$ cat src/rtl/mux_scan_sequencer_pkg.sv
`default_nettype none
// ============================================================================
// Module      : mux_scan_pkg
// Description : Shared types and constants for the 4-to-1 mux scan
//               sequencer: FSM state encoding and select-path sizing.
// Revision    : 1.0 - initial release
// ============================================================================
package mux_scan_pkg;

    localparam int                SEL_W    = 2;
    localparam int                NUM_IN   = 4;
    localparam logic [SEL_W-1:0]  LAST_SEL = 2'b11;

    typedef enum logic [1:0] {
        ST_IDLE    = 2'd0,
        ST_SETTLE  = 2'd1,
        ST_CAPTURE = 2'd2,
        ST_DONE    = 2'd3
    } scan_state_t;

endpackage : mux_scan_pkg
`default_nettype wire

$ cat src/rtl/scan_settle_timer.sv
`default_nettype none
// ============================================================================
// Module      : scan_settle_timer
// Description : Settle counter for the mux scan sequencer. Counts cycles
//               while enabled and flags the last settle cycle so the FSM
//               can move on to capture.
// Ports       : clk    - rising-edge clock
//               rst_n  - asynchronous active-low reset
//               i_clr  - synchronous clear to zero (wins over i_en)
//               i_en   - count enable
//               o_tc   - terminal count, high while count == SETTLE_CYC-1
// Revision    : 1.0 - initial release
// ============================================================================
module scan_settle_timer #(
    parameter int SETTLE_CYC = 2,
    parameter int CNT_W      = 8
) (
    input  logic clk,
    input  logic rst_n,
    input  logic i_clr,
    input  logic i_en,
    output logic o_tc
);

    localparam logic [CNT_W-1:0] c_TC_VAL = CNT_W'(SETTLE_CYC - 1);

    logic [CNT_W-1:0] r_count;

    always_ff @(posedge clk or negedge rst_n) begin
        if (!rst_n) begin
            r_count <= '0;
        end else if (i_clr) begin
            r_count <= '0;
        end else if (i_en) begin
            r_count <= r_count + CNT_W'(1);
        end
    end

    assign o_tc = (r_count == c_TC_VAL);

endmodule : scan_settle_timer
`default_nettype wire

$ cat src/rtl/mux_scan_sequencer.sv
`default_nettype none
// ============================================================================
// Module      : mux_scan_sequencer
// Description : Walks the 4-to-1 mux select pair {s1,s0} through 00..11,
//               waits SETTLE_CYC cycles at each select, captures the mux
//               output once per select and publishes the four bits as one
//               word with a single-cycle valid pulse.
// Ports       : clk        - rising-edge clock
//               rst_n      - asynchronous active-low reset
//               start      - scan request, only looked at in IDLE
//               mux_out    - mux output being sampled
//               s1, s0     - mux select MSB / LSB
//               busy       - scan in progress (SETTLE, CAPTURE, DONE)
//               sample     - last completed scan, bit i from select i
//               sample_vld - one-cycle pulse when sample is updated
//               sample_par - ^sample (only with SCAN_PARITY_EN defined)
// Build macro : SCAN_PARITY_EN - adds the registered sample_par output
// Revision    : 1.0 - initial release
// ============================================================================
module mux_scan_sequencer
    import mux_scan_pkg::*;
#(
    parameter int SETTLE_CYC = 2,
    parameter int CNT_W      = 8
) (
    input  logic              clk,
    input  logic              rst_n,
    input  logic              start,
    input  logic              mux_out,
    output logic              s1,
    output logic              s0,
    output logic              busy,
    output logic [NUM_IN-1:0] sample,
    output logic              sample_vld
`ifdef SCAN_PARITY_EN
    ,
    output logic              sample_par
`endif
);

    scan_state_t        r_state;
    scan_state_t        w_next_state;
    logic [SEL_W-1:0]   r_sel;
    logic [NUM_IN-1:0]  r_shadow;
    logic [NUM_IN-1:0]  r_sample;
    logic               r_sample_vld;
    logic [NUM_IN-1:0]  w_final;
    logic               w_tc;
    logic               w_cnt_clr;
    logic               w_cnt_en;
    logic               w_last_sel;
`ifdef SCAN_PARITY_EN
    logic               r_sample_par;
`endif

    // The counter only runs in SETTLE; holding it clear everywhere else
    // gives every select a fresh count starting from zero.
    assign w_cnt_en  = (r_state == ST_SETTLE);
    assign w_cnt_clr = (r_state != ST_SETTLE);

    scan_settle_timer #(
        .SETTLE_CYC (SETTLE_CYC),
        .CNT_W      (CNT_W)
    ) u_settle_timer (
        .clk   (clk),
        .rst_n (rst_n),
        .i_clr (w_cnt_clr),
        .i_en  (w_cnt_en),
        .o_tc  (w_tc)
    );

    assign w_last_sel = (r_sel == LAST_SEL);

    // ------------------------------------------------------------------
    // FSM
    // ------------------------------------------------------------------
    always_ff @(posedge clk or negedge rst_n) begin
        if (!rst_n) begin
            r_state <= ST_IDLE;
        end else begin
            r_state <= w_next_state;
        end
    end

    always_comb begin
        w_next_state = r_state;
        case (r_state)
            ST_IDLE:    if (start) w_next_state = ST_SETTLE;
            ST_SETTLE:  if (w_tc)  w_next_state = ST_CAPTURE;
            ST_CAPTURE: w_next_state = w_last_sel ? ST_DONE : ST_SETTLE;
            ST_DONE:    w_next_state = ST_IDLE;
            default:    w_next_state = ST_IDLE;
        endcase
    end

    // ------------------------------------------------------------------
    // Select, shadow and published sample
    // ------------------------------------------------------------------
    // The word published on entry to DONE must already hold the bit being
    // captured on the same edge, so it is merged here straight from mux_out.
    always_comb begin
        w_final           = r_shadow;
        w_final[LAST_SEL] = mux_out;
    end

    always_ff @(posedge clk or negedge rst_n) begin
        if (!rst_n) begin
            r_sel        <= '0;
            r_shadow     <= '0;
            r_sample     <= '0;
            r_sample_vld <= 1'b0;
`ifdef SCAN_PARITY_EN
            r_sample_par <= 1'b0;
`endif
        end else begin
            r_sample_vld <= 1'b0;
            case (r_state)
                ST_CAPTURE: begin
                    r_shadow[r_sel] <= mux_out;
                    if (w_last_sel) begin
                        // Valid is raised together with the data so the
                        // pulse occupies the DONE cycle.
                        r_sample     <= w_final;
                        r_sample_vld <= 1'b1;
`ifdef SCAN_PARITY_EN
                        r_sample_par <= ^w_final;
`endif
                    end else begin
                        r_sel <= r_sel + SEL_W'(1);
                    end
                end
                ST_DONE: begin
                    r_sel <= '0;
                end
                default: begin
                end
            endcase
        end
    end

    assign s1         = r_sel[1];
    assign s0         = r_sel[0];
    assign busy       = (r_state != ST_IDLE);
    assign sample     = r_sample;
    assign sample_vld = r_sample_vld;
`ifdef SCAN_PARITY_EN
    assign sample_par = r_sample_par;
`endif

endmodule : mux_scan_sequencer
`default_nettype wire
$ cat config.mk
export PLATFORM = sky130hd
export DESIGN_NAME = mux_scan_sequencer
export DESIGN_NICKNAME = d
export VERILOG_FILES = /design/src/rtl/mux_scan_sequencer_pkg.sv /design/src/rtl/scan_settle_timer.sv /design/src/rtl/mux_scan_sequencer.sv
export SDC_FILE = /design/constraint.sdc
export NUM_CORES = 1
export LEC_CHECK = 0
export CORE_MARGIN = 5
export CORE_UTILIZATION = 30
export CTS_BUF_LIST = sky130_fd_sc_hd__clkbuf_4
export DETAILED_ROUTE_END_ITERATION = 12
export PLACE_DENSITY = 0.56
export SLEW_MARGIN = 40
export SYNTH_ARGS = -nofsm -noshare
export SYNTH_HDL_FRONTEND = slang
export SYNTH_SLANG_ARGS = --single-unit
$ cat constraint.sdc
create_clock -name clk -period 4.5 [get_ports clk]
set_input_delay 1.35 -clock clk [delete_from_list [all_inputs] [get_ports clk]]
set_output_delay 1.35 -clock clk [all_outputs]
set_load 0.01 [all_outputs]
==> metrics.txt <==
# TYPE chip_impl_metric gauge
chip_impl_metric{name="placementRows",unit=""} 20
chip_impl_metric{name="cpPeakStageDelay",unit="ns"} 0.48
chip_impl_metric{name="clkTransAtPathRegs",unit="ns"} 0.11
chip_impl_metric{name="first_pass_grt_wire_length",unit="µm"} 2840
chip_impl_metric{name="max_fanout_on_critical_path",unit=""} 8
chip_impl_metric{name="number_of_fill_cells",unit=""} 322
chip_impl_info{name="run_status",value="finished, final reports clean"} 1
chip_impl_metric{name="drt_first_iter_violations",unit=""} 50
chip_impl_info{name="layout_common_cells",value="dfrtp_1, clkdlybuf4s50_1, nor2_1, mux2_2"} 1
chip_impl_metric{name="setup.reg_to_reg.worst_slack",unit="ns"} 2.94
chip_impl_metric{name="final.setup.tns",unit="ns"} 0
chip_impl_metric{name="ant_nets",unit=""} 0
chip_impl_metric{name="skew",unit="ns"} 0.00117
chip_impl_info{name="worstPathCellList",value="or2_2 -> clkdlybuf4s50_1"} 1
chip_impl_metric{name="port_buffers",unit=""} 11
chip_impl_metric{name="static_leakage",unit="µW"} 0.000488
chip_impl_metric{name="die_w",unit="µm"} 65.5
chip_impl_info{name="r2r-end",value="r_state[0]"} 1
chip_impl_metric{name="post_drt_wl_per_cell",unit="µm"} 12.3
chip_impl_metric{name="cp.depth",unit=""} 2
chip_impl_metric{name="cp.required",unit="ns"} 3.15
chip_impl_metric{name="groute.usage.overall",unit="%"} 8.47
chip_impl_metric{name="insertion_delay",unit="ns"} 0.29
chip_impl_metric{name="worstPathArrival",unit="ns"} 1.53
chip_impl_metric{name="vias_per_cell",unit=""} 4.93
chip_impl_metric{name="cts-hold-fix-buffers",unit=""} 0
chip_impl_info{name="worstSetupEndpointType",value="primary output"} 1
chip_impl_metric{name="io_pins",unit=""} 12
chip_impl_metric{name="finalWorstPathRequiredPeriod",unit="ns"} 2.88
chip_impl_info{name="reg2reg_from",value="u_settle_timer.r_count[1]"} 1
chip_impl_info{name="critPathLaunchType",value="register"} 1
chip_impl_metric{name="finalPower",unit="µW"} 614
chip_impl_metric{name="gp_congestion",unit=""} 0.693
chip_impl_metric{name="cts_made_buffers",unit=""} 3
chip_impl_info{name="worstHoldPathType",value="reg2reg"} 1
chip_impl_metric{name="final_layout_size_suffix_gt1_share",unit="%"} 15.6
chip_impl_metric{name="syn-cell-area",unit="µm²"} 925
chip_impl_info{name="critical-path-slowest-cell",value="clkdlybuf4s50_1"} 1
chip_impl_metric{name="netlist_instances",unit=""} 82
chip_impl_metric{name="dr.pass1.iters",unit=""} 4
chip_impl_metric{name="count_of_final_max_slew_check_failures",unit=""} 0
chip_impl_info{name="cts_tree",value="done"} 1
chip_impl_metric{name="final.hold.worst_slack",unit="ns"} 0.514
chip_impl_info{name="rsz0062_at_grt",value="false"} 1
chip_impl_metric{name="grt_max_degree",unit=""} 21
chip_impl_metric{name="timing.critical_path.buf_inv",unit=""} 1
chip_impl_metric{name="postSynthRegisterBits",unit=""} 20
chip_impl_metric{name="yosys_warnings",unit=""} 0
chip_impl_metric{name="via_count_of_the_first_global_routing_pass",unit=""} 662
chip_impl_metric{name="clock.fmax",unit="MHz"} 347
chip_impl_metric{name="setup_failing_eps_final",unit=""} 0
chip_impl_metric{name="max_slew.worst_pin.slew",unit="ns"} 0.430
chip_impl_info{name="setup.worst_path.end",value="busy"} 1
chip_impl_metric{name="final_hold_viol_count",unit=""} 0
chip_impl_info{name="cts.root.buffer_cell",value="clkbuf_4"} 1
chip_impl_metric{name="ctsLongestPathBuffers",unit=""} 2
chip_impl_metric{name="post_cts_buffers",unit=""} 0
chip_impl_metric{name="htree_levels",unit=""} 1
chip_impl_metric{name="antenna_fix_cells",unit=""} 0
chip_impl_metric{name="antenna_violations_before_repair",unit=""} 0
chip_impl_metric{name="synthesis.area_per_instance",unit="µm²"} 11.3
chip_impl_metric{name="fp.dieArea",unit="µm²"} 4290
chip_impl_metric{name="post_cts_resized",unit=""} 0
chip_impl_metric{name="drt_drc",unit=""} 0
chip_impl_metric{name="floorplan.die.height",unit="µm"} 65.5
chip_impl_metric{name="sequential_share_of_the_synthesized_area",unit="%"} 54.1
chip_impl_metric{name="max-vdd-ir-drop",unit="mV"} 0.201
chip_impl_metric{name="initial_utilization",unit="%"} 30.8
chip_impl_metric{name="distinct_cells_synth",unit=""} 25
chip_impl_metric{name="finalNetCount",unit=""} 107
chip_impl_metric{name="mappedNetlistNets",unit=""} 92
chip_impl_metric{name="hpwlAfterDp",unit="µm"} 1210
chip_impl_metric{name="wl",unit="µm"} 1590
chip_impl_info{name="timing.critical_path.from",value="r_state[1]"} 1
chip_impl_metric{name="rel_slew_slack",unit="%"} 71.4
chip_impl_metric{name="num_vias",unit=""} 636
chip_impl_metric{name="clock_sinks",unit=""} 20
chip_impl_metric{name="drv_cap",unit=""} 0
chip_impl_metric{name="core_area",unit="µm²"} 3000
chip_impl_metric{name="share_of_the_cycle_needed_by_the_critical_path_after_routing",unit="%"} 64.0
chip_impl_metric{name="syn2layout_area_growth",unit="%"} 21.1
chip_impl_info{name="timing.critical_path.max_delay_family",value="buffers and inverters"} 1
chip_impl_info{name="mostFrequentLayoutCell",value="dfrtp_1"} 1
chip_impl_metric{name="power.density",unit="nW/µm²"} 548
chip_impl_metric{name="timing.reg2reg.worst_path_depth",unit=""} 5
chip_impl_metric{name="globalRoute.totalOverflow",unit=""} 0
chip_impl_info{name="criticalPathCategory",value="reg2out"} 1
## power by group
group          total (µW)  leakage (µW)  internal, µW  switching (µW)
sequential            277      0.000256           228            49.5
clock                 145     0.0000279          90.0            54.6
combinational         192      0.000204           105            87.4
total                 614      0.000488           422             191
## final cells by class
| type | instances | area [µm²] | area share [%] |
|---|---|---|---|
| inverters | 6 | 22.5 | 2.01 |
| clock buffers | 3 | 22.5 | 2.01 |
| flip-flops and latches | 20 | 500 | 44.7 |
| well taps | 33 | 41.3 | 3.69 |
| clock inverters | 1 | 30.0 | 2.68 |
| multi-input cells | 55 | 398 | 35.5 |
| repair buffers | 11 | 105 | 9.39 |
## registers in the layout (all words and copies together), names as in the netlist
name                    flops
sample                      4
r_sel                       2
r_shadow                    3
sample_vld                  1
u_settle_timer.r_count      8
r_state                     2
## stage by stage
| stage | std cells | setup WS, ns | instance area [µm²] | util (%) |
|---|---|---|---|---|
| floorplan | 82 | 2.43 | 925 | - |
| global placement | 125 | 1.97 | 1070 | 35.7 |
| detailed placement | 125 | 1.95 | 1070 | 35.5 |
| CTS | 129 | 1.60 | 1120 | 37.3 |
| global route | 129 | 1.52 | 1120 | 37.3 |
| finish | 129 | 1.62 | 1120 | 37.3 |
## worst register-to-register path, cell delays in order, from the launching register on
cell and delay (ns):
dfrtp_1 0.45, inv_1 0.08, ha_1 0.14, or4b_1 0.45
nor4_2 0.21, o22ai_1 0.11
## cell usage after synthesis
library cell	number	area, µm²
clkbuf_1	1	3.75
o21ai_0	4	20.0
nor4_2	1	12.5
and2b_1	1	7.51
and2_1	1	6.26
or3_2	1	7.51
dfrtp_1	20	500
inv_1	6	22.5
xnor2_1	1	8.76
nor2_1	7	26.3
xor2_1	2	17.5
nand4_1	1	6.26
nand3_1	4	20.0
ha_1	6	75.1
o22ai_1	2	12.5
or3_1	2	12.5
nand2b_1	1	6.26
a21oi_1	3	15.0
nand2_1	5	18.8
nor2b_1	1	6.26
mux2_2	7	78.8
or4b_1	1	10.0
or2_2	1	6.26
a31oi_1	1	6.26
a22o_1	2	17.5
## logic make-up after synthesis
family | count (synthesis) | synth area share, %
muxes | 7 | 8.53
AOI/OAI and AO/OA | 12 | 7.71
buffers and inverters | 7 | 2.84
xor gates and xnor gates | 3 | 2.84
adders and majority gates | 6 | 8.12
and+or+nand+nor | 27 | 15.8
DFF | 20 | 54.1
## worst min path at each step
stage	startpoint	endpoint	depth (start not counted)	slack [ns]
final	r_shadow[0]	sample[0]	1	0.51
after detailed placement	r_shadow[0]	sample[0]	1	0.49
after CTS	r_shadow[0]	sample[0]	1	0.52
after floorplan	r_shadow[0]	sample[0]	1	0.47
after global routing	sample[3]	sample[3]	1	0.55
after global placement	r_shadow[2]	r_shadow[2]	1	0.48
## metal layers
layer	global-route usage, %	vias to the layer above	share of wire (%)	wire length [µm]
met5	0	-	0	0
met4	0.777	0	0	0
met3	4.44	0	6.5	103
met2	14.4	12	49	772
met1	9.80	317	45	713
li1	-	307	-	-
No activity file was read; power rests on OpenSTA's default activity.
